$ cat config.mk
export PLATFORM = sky130hd
export DESIGN_NAME = gray_counter_n
export DESIGN_NICKNAME = d
export VERILOG_FILES = /design/src/rtl/gray_counter_n.sv
export SDC_FILE = /design/constraint.sdc
export NUM_CORES = 1
export LEC_CHECK = 0
export CAP_MARGIN = 5
export CORE_AREA = 2 2 39 41
export CTS_CLUSTER_SIZE = 30
export DETAILED_ROUTE_END_ITERATION = 12
export DIE_AREA = 0 0 41 43
export DONT_BUFFER_PORTS = 1
export PLACE_DENSITY_LB_ADDON = 0.12
export SYNTH_ARGS = -nofsm -noshare
export SYNTH_HDL_FRONTEND = slang
export SYNTH_SLANG_ARGS = --single-unit
$ cat constraint.sdc
create_clock -name Clk -period 2.54 [get_ports Clk]
set_input_delay 0.508 -clock Clk [delete_from_list [all_inputs] [get_ports Clk]]
set_output_delay 0.508 -clock Clk [all_outputs]
set_load 0.01 [all_outputs]
$ cat src/rtl/gray_counter_n.sv
// gray_counter_n: WIDTH-bit up/down counter with registered binary and Gray
// outputs, sync clear, parallel load, and overflow/underflow wrap flags.
// Ports: Clk, Reset_n (async, active-low), Clr, En, Dir (1=up), Load,
//   LoadVal[WIDTH] in; Gray[WIDTH], Bin[WIDTH], Overflow, Underflow out.
// Macro GRAY_STICKY_FLAG_EN: flags hold until Clr/reset; else 1-cycle pulses.
module gray_counter_n #(
  parameter int WIDTH = 3
) (
  input  logic             Clk,
  input  logic             Reset_n,
  input  logic             Clr,
  input  logic             En,
  input  logic             Dir,
  input  logic             Load,
  input  logic [WIDTH-1:0] LoadVal,
  output logic [WIDTH-1:0] Gray,
  output logic [WIDTH-1:0] Bin,
  output logic             Overflow,
  output logic             Underflow
);

  localparam logic [WIDTH-1:0] ONE =
    {{(WIDTH-1){1'b0}}, 1'b1};
  localparam logic [WIDTH-1:0] MAX = '1;
  localparam logic [WIDTH-1:0] ZERO = '0;

  logic [WIDTH-1:0] cnt_q, cnt_d;
  logic [WIDTH-1:0] gray_q, gray_d;
  logic             ovf_q, ovf_d;
  logic             unf_q, unf_d;

  // Mutually exclusive qualifiers encode the
  // Clr > Load > step priority.
  logic do_clr, do_load, do_up, do_dn;

  assign do_clr  = Clr;
  assign do_load = ~Clr & Load;
  assign do_up   = ~Clr & ~Load & En & Dir;
  assign do_dn   = ~Clr & ~Load & En & ~Dir;

  always_comb begin
    cnt_d = cnt_q;
`ifdef GRAY_STICKY_FLAG_EN
    ovf_d = ovf_q;
    unf_d = unf_q;
`else
    ovf_d = 1'b0;
    unf_d = 1'b0;
`endif
    unique case (1'b1)
      do_clr: begin
        cnt_d = ZERO;
        ovf_d = 1'b0;
        unf_d = 1'b0;
      end
      do_load: begin
        cnt_d = LoadVal;
      end
      do_up: begin
        cnt_d = cnt_q + ONE;
        if (cnt_q == MAX) ovf_d = 1'b1;
      end
      do_dn: begin
        cnt_d = cnt_q - ONE;
        if (cnt_q == ZERO) unf_d = 1'b1;
      end
      default: ;
    endcase
    // Gray is encoded from the next value so the
    // output is a plain register with no decode.
    gray_d = cnt_d ^ (cnt_d >> 1);
  end

  always_ff @(posedge Clk or negedge Reset_n) begin
    if (!Reset_n) begin
      cnt_q  <= ZERO;
      gray_q <= ZERO;
      ovf_q  <= 1'b0;
      unf_q  <= 1'b0;
    end else begin
      cnt_q  <= cnt_d;
      gray_q <= gray_d;
      ovf_q  <= ovf_d;
      unf_q  <= unf_d;
    end
  end

  assign Bin       = cnt_q;
  assign Gray      = gray_q;
  assign Overflow  = ovf_q;
  assign Underflow = unf_q;

endmodule
==> results_dict.tcl, run 1 <==
set metrics [dict create \
    finalHoldViolCount 0 \
    cp-end-kind "flip-flop" \
    num_antenna_cells 0 \
    powerDensity_nw_per_um2 664 \
    h-tree-depth 1 \
    async_flop_share_pct 100 \
    min_period_over_period_pct 75.1 \
    synth_seq_cells 7 \
    drt_first_pass_iters 2 \
    cts.sinks 7 \
    cap_violations 0 \
    path_clk_slew_ns 0.05 \
    drt_iter0_drc 3 \
    max_stage_delay_ns 0.49 \
    ir_worst_vdd_mv 0.152 \
    track_usage_pct 10.7 \
    start_util_pct 25.9 \
    worstSetupPathType "reg2reg" \
    finalSetupTns_ns 0 \
    finClkSkew_ns 0.000487 \
    min_path_type "in2reg" \
    fin_nets 44 \
    synth_edf_count 0 \
    rsz0062_at_grt "false" \
    grt_first_pass_wirelength_mm 1.19 \
    startpoint_type "flip-flop" \
    setup_viol 0 \
    startpoint "Bin[0]" \
    synth_fp_nets 39 \
    required_ns 2.66 \
    ctsHoldBuffers 1 \
    avgSynthCellArea_um2 12.3 \
    fmax_mhz 524 \
    grt_max_degree 8 \
    die-area_um2 1760 \
    final_util_pct 29.4 \
    antenna_found_initial 0 \
    wirelength_um 698 \
    hpwlAfterDp_um 567 \
    synthFlopType "dfrtp_1" \
    yosysUniqueCellTypes 17 \
    syn-cell-area_um2 358 \
    ioPinCount 17 \
    placementRows 14 \
    critical_path.top_delay_family "flip-flops" \
    status "complete, no violations" \
    cp_slowest_cell "dfrtp_1" \
    drive_gt1_share_pct 21.2 \
    slew_headroom_pct 76.7 \
    avgViaCountPerCell 4.82 \
    ys_seq_area_share_pct 49.0 \
    tightest_slew_ns 0.349 \
    yosysMostFrequentCell "dfrtp_1" \
    areaGrowthSynthToFinish_pct 13.6 \
    nFillCells 156 \
    post_cts_buffers 0 \
    grt_overflow 0 \
    vias 236 \
    cp.arrival_ns 2.03 \
    antenna_left 0 \
    port_buffers 0 \
    yosysTopAreaCellShare_pct 49.0 \
    fin_crit_ns 1.91 \
    wl_per_cell_um 14.2 \
    p_leak_nw 0.186 \
    clock-root-buffer "clkbuf_4" \
    place_ws_ns 0.373 \
    worstReg2RegStart "Bin[0]" \
    clock_path_buffers 2 \
    numCtsBuffers 3 \
    synth_cells 29 \
    die_h_um 43 \
    setup_ws_ns 0.633 \
    path_cells "fa_1, xnor2_1, mux2_4, o2bb2ai_2, xor2_1" \
    tritoncts "done" \
    cts_resized 0 \
    grt_pass1_vias 277 \
    core_area_um2 1380 \
    synth_common_cells "7 x dfrtp_1, 4 x nor2_1, 3 x xor2_1, 2 x mux2i_1" \
    crit_fanout 5 \
    die_x_um 41 \
    drc 0 \
    min_from "Clr" \
    worstSkewPairLatency_ns 0.25 \
    ys_warn_count 0 \
    critical_path_buf_inv_count 0 \
    synth_area_leaders "dfrtp_1 49%, xor2_1 7.3%, fa_1 5.6%, mux2i_1 5.6%, mux2_4 4.2%" \
    yosys.area.top_type "dfrtp_1" \
    gp_congestion 0.707 \
    slew_violations 0 \
]
[final cells by class]
| type | count | area, um^2 | area share (%) |
|---|---|---|---|
| clock buffers | 4 | 26.3 | 6.46 |
| well taps | 16 | 20.0 | 4.92 |
| repair buffers | 1 | 10.0 | 2.46 |
| multi-input cells | 21 | 175 | 43.1 |
| flip-flops and latches | 7 | 175 | 43.1 |
[logic make-up (layout without fill, tap and decap cells)]
logic type / after synthesis / in the layout / synth area share (%)
mux: 4 / 4 / 12.9
xor+xnor: 4 / 4 / 9.79
compound gates: 2 / 2 / 5.59
flops: 7 / 7 / 49.0
fa+ha+maj: 1 / 1 / 5.59
buf+inv: 1 / 5 / 2.10
simple gates: 10 / 10 / 15.0
[per-layer routing]
metal	routed length [um]	GRT usage, %
met1	289	13.3
met4	14	12.0
met5	0	0
met3	55	1.05
met2	338	14.1
[layout by cell type, fill, tap and decap left out, types with 2 or more instances in the layout]
master	n
xor2_1	3
nor2_1	4
clkbuf_4	3
mux2i_1	2
dfrtp_1	7
[flip-flops by register name, indices dropped and copies added (netlist names)]
name and count:
Bin 3, Gray 2, Overflow 1, Underflow 1
[metrics by stage]
| step | cells | cell area [um^2] | total power [mW] | hold WS [ns] |
|---|---|---|---|---|
| 2_1_floorplan | 29 | 358 | 0.165 | 0.212 |
| 3_3_place_gp | 44 | 370 | 0.170 | 0.213 |
| 3_5_place_dp | 44 | 370 | 0.172 | 0.213 |
| 4_1_cts | 49 | 407 | 0.275 | 0.333 |
| 5_1_grt | 49 | 407 | 0.288 | 0.332 |
| 6_report | 49 | 407 | 0.270 | 0.337 |
[final timing paths]
| check | endpoint | slack [ns] | cells past startpoint |
|---|---|---|---|
| max | Gray[1] | 0.63 | 5 |
| min | Bin[1] | 0.34 | 1 |
| max reg2reg | Gray[1] | 0.63 | 5 |
| min reg2reg | Underflow | 0.61 | 1 |
| max in group asynchronous | Overflow | 1.73 | 1 |
| min in group asynchronous | Bin[1] | 0.58 | 1 |
[report_power, final]
part	switching (mW)	internal (mW)	total [mW]
sequential	0.0164	0.122	0.138
clock	0.0392	0.0598	0.0991
combinational	0.0147	0.0184	0.0331
Note: power is estimated with default switching activity, not from simulation.
==> run 2, diff against run 1 <==
- clock period: 2.54 -> 1.9 ns (I/O delays scaled with it)
==> run 2 against run 1 <==
  * Final cell count grew 6.1%
  * Hold slack lost 0.13 ns
  * Count of clock-buffer cells in the layout is the same
  * Via count grew 2.1%
  * Critical path type unchanged
  * Largest cell class unchanged
  * Register-to-register slack lost 0.51 ns
  * Utilization grew 1.6 points
==> results_dict.tcl, run 2 (synthesis results as in run 1) <==
set metrics [dict create \
    status "complete, no violations" \
    crit_fanout 2 \
    rsz0062_at_grt "false" \
    ff2ff_setup_slack_ns 0.12 \
    largest_register_ffs 3 \
    wl_per_cell_um 14.1 \
    final_common_cell "dfrtp_1" \
    post_cts_buffers 0 \
    setup_viol 0 \
    core_area_um2 1380 \
    ir_worst_vdd_mv 0.169 \
    track_usage_pct 10.1 \
    fin_nets 47 \
    wirelength_um 733 \
    min_path_type "in2reg" \
    fmax_mhz 562 \
    finClkSkew_ns 0.00185 \
    start_util_pct 25.9 \
    nFillCells 144 \
    fin_crit_ns 1.78 \
    gp_congestion 0.667 \
    finalHoldViolCount 0 \
    r2r_cells 5 \
    num_antenna_cells 0 \
    grt_overflow 0 \
    clock-root-buffer "clkbuf_4" \
    h-tree-depth 1 \
    drc 0 \
    antenna_left 0 \
    numCtsBuffers 3 \
    p_leak_nw 0.201 \
    placementRows 14 \
    drive_gt1_share_pct 27.8 \
    areaGrowthSynthToFinish_pct 19.9 \
    cap_violations 0 \
    ioPinCount 17 \
    hold_path_depth 1 \
    cp.arrival_ns 1.91 \
    grt_pass1_vias 281 \
    tritoncts "done" \
    vias 241 \
    grt_first_pass_wirelength_mm 1.15 \
    slew_violations 0 \
    die_h_um 43 \
    path_clk_slew_ns 0.05 \
    avgViaCountPerCell 4.63 \
    slew_headroom_pct 76.1 \
    drt_first_pass_iters 2 \
    cts.sinks 7 \
    powerDensity_nw_per_um2 863 \
    port_buffers 0 \
    min_period_over_period_pct 93.7 \
    drt_iter0_drc 1 \
    die-area_um2 1760 \
    die_x_um 41 \
    clock_path_buffers 2 \
    cp-end-kind "flip-flop" \
    tightest_slew_ns 0.358 \
    finalSetupTns_ns 0 \
    final_util_pct 31.0 \
    startpoint_type "flip-flop" \
    worstSetupPathType "reg2reg" \
    required_ns 2.03 \
    worstSkewPairLatency_ns 0.25 \
    grt_max_degree 8 \
    whs_ns 0.209 \
    antenna_found_initial 0 \
    layout_common_cells "7 x dfrtp_1, 4 x nor2_1, 3 x xor2_1, 3 x clkbuf_4, 3 x buf_4" \
]
[run 2: final cells by class]
class / count / area (um^2) / area share, %
clock buffers: 4 / 26.3 / 6.12
multi-input cells: 21 / 175 / 40.8
flip-flops and latches: 7 / 175 / 40.8
well taps: 16 / 20.0 / 4.66
repair buffers: 4 / 32.5 / 7.58
[run 2: where the power goes]
group,internal [mW],switching [mW],leakage [nW]
sequential,0.163,0.0165,0.0919
combinational,0.0300,0.0271,0.0936
clock,0.0801,0.0541,0.0150
[run 2: through the flow]
stage,setup slack [ns],total power [mW],std cells,cell area [um^2]
after global placement,-0.107,0.235,47,393
after detailed placement,-0.145,0.236,47,393
after floorplan,0.0208,0.220,29,358
after CTS,0.0906,0.377,52,429
after global routing,0.0248,0.390,52,429
final,0.119,0.370,52,429
[run 2: per-layer routing]
layer  GRT usage [%]  wire length [um]  up-vias
met3            1.05                64        2
li1                -                 -      112
met4            10.0                18        0
met5               0                 0        -
met1            13.3               345      111
met2            13.1               304       16
[run 2: final timing paths]
path,from,to
worst min register to register,Bin[1],Underflow
worst max register to register,Bin[0],Gray[1]
max in group asynchronous,Reset_n,Gray[0]
worst min-delay path,Clr,Bin[1]
worst max-delay path,Bin[0],Gray[1]
min in group asynchronous,Reset_n,Underflow
[run 2: timing repair]
item / CTS / global route
endpoints found under the hold margin: 7 / 0
hold buffers: 1 / 0
gates resized for setup: 0 / 0
[run 2: worst max-delay path, stage by stage, from the launching register on]
cell,delay (ns)
dfrtp_1,0.40
fa_1,0.44
xnor2_1,0.21
mux2_4,0.32
o2bb2ai_2,0.13
xor2_1,0.16
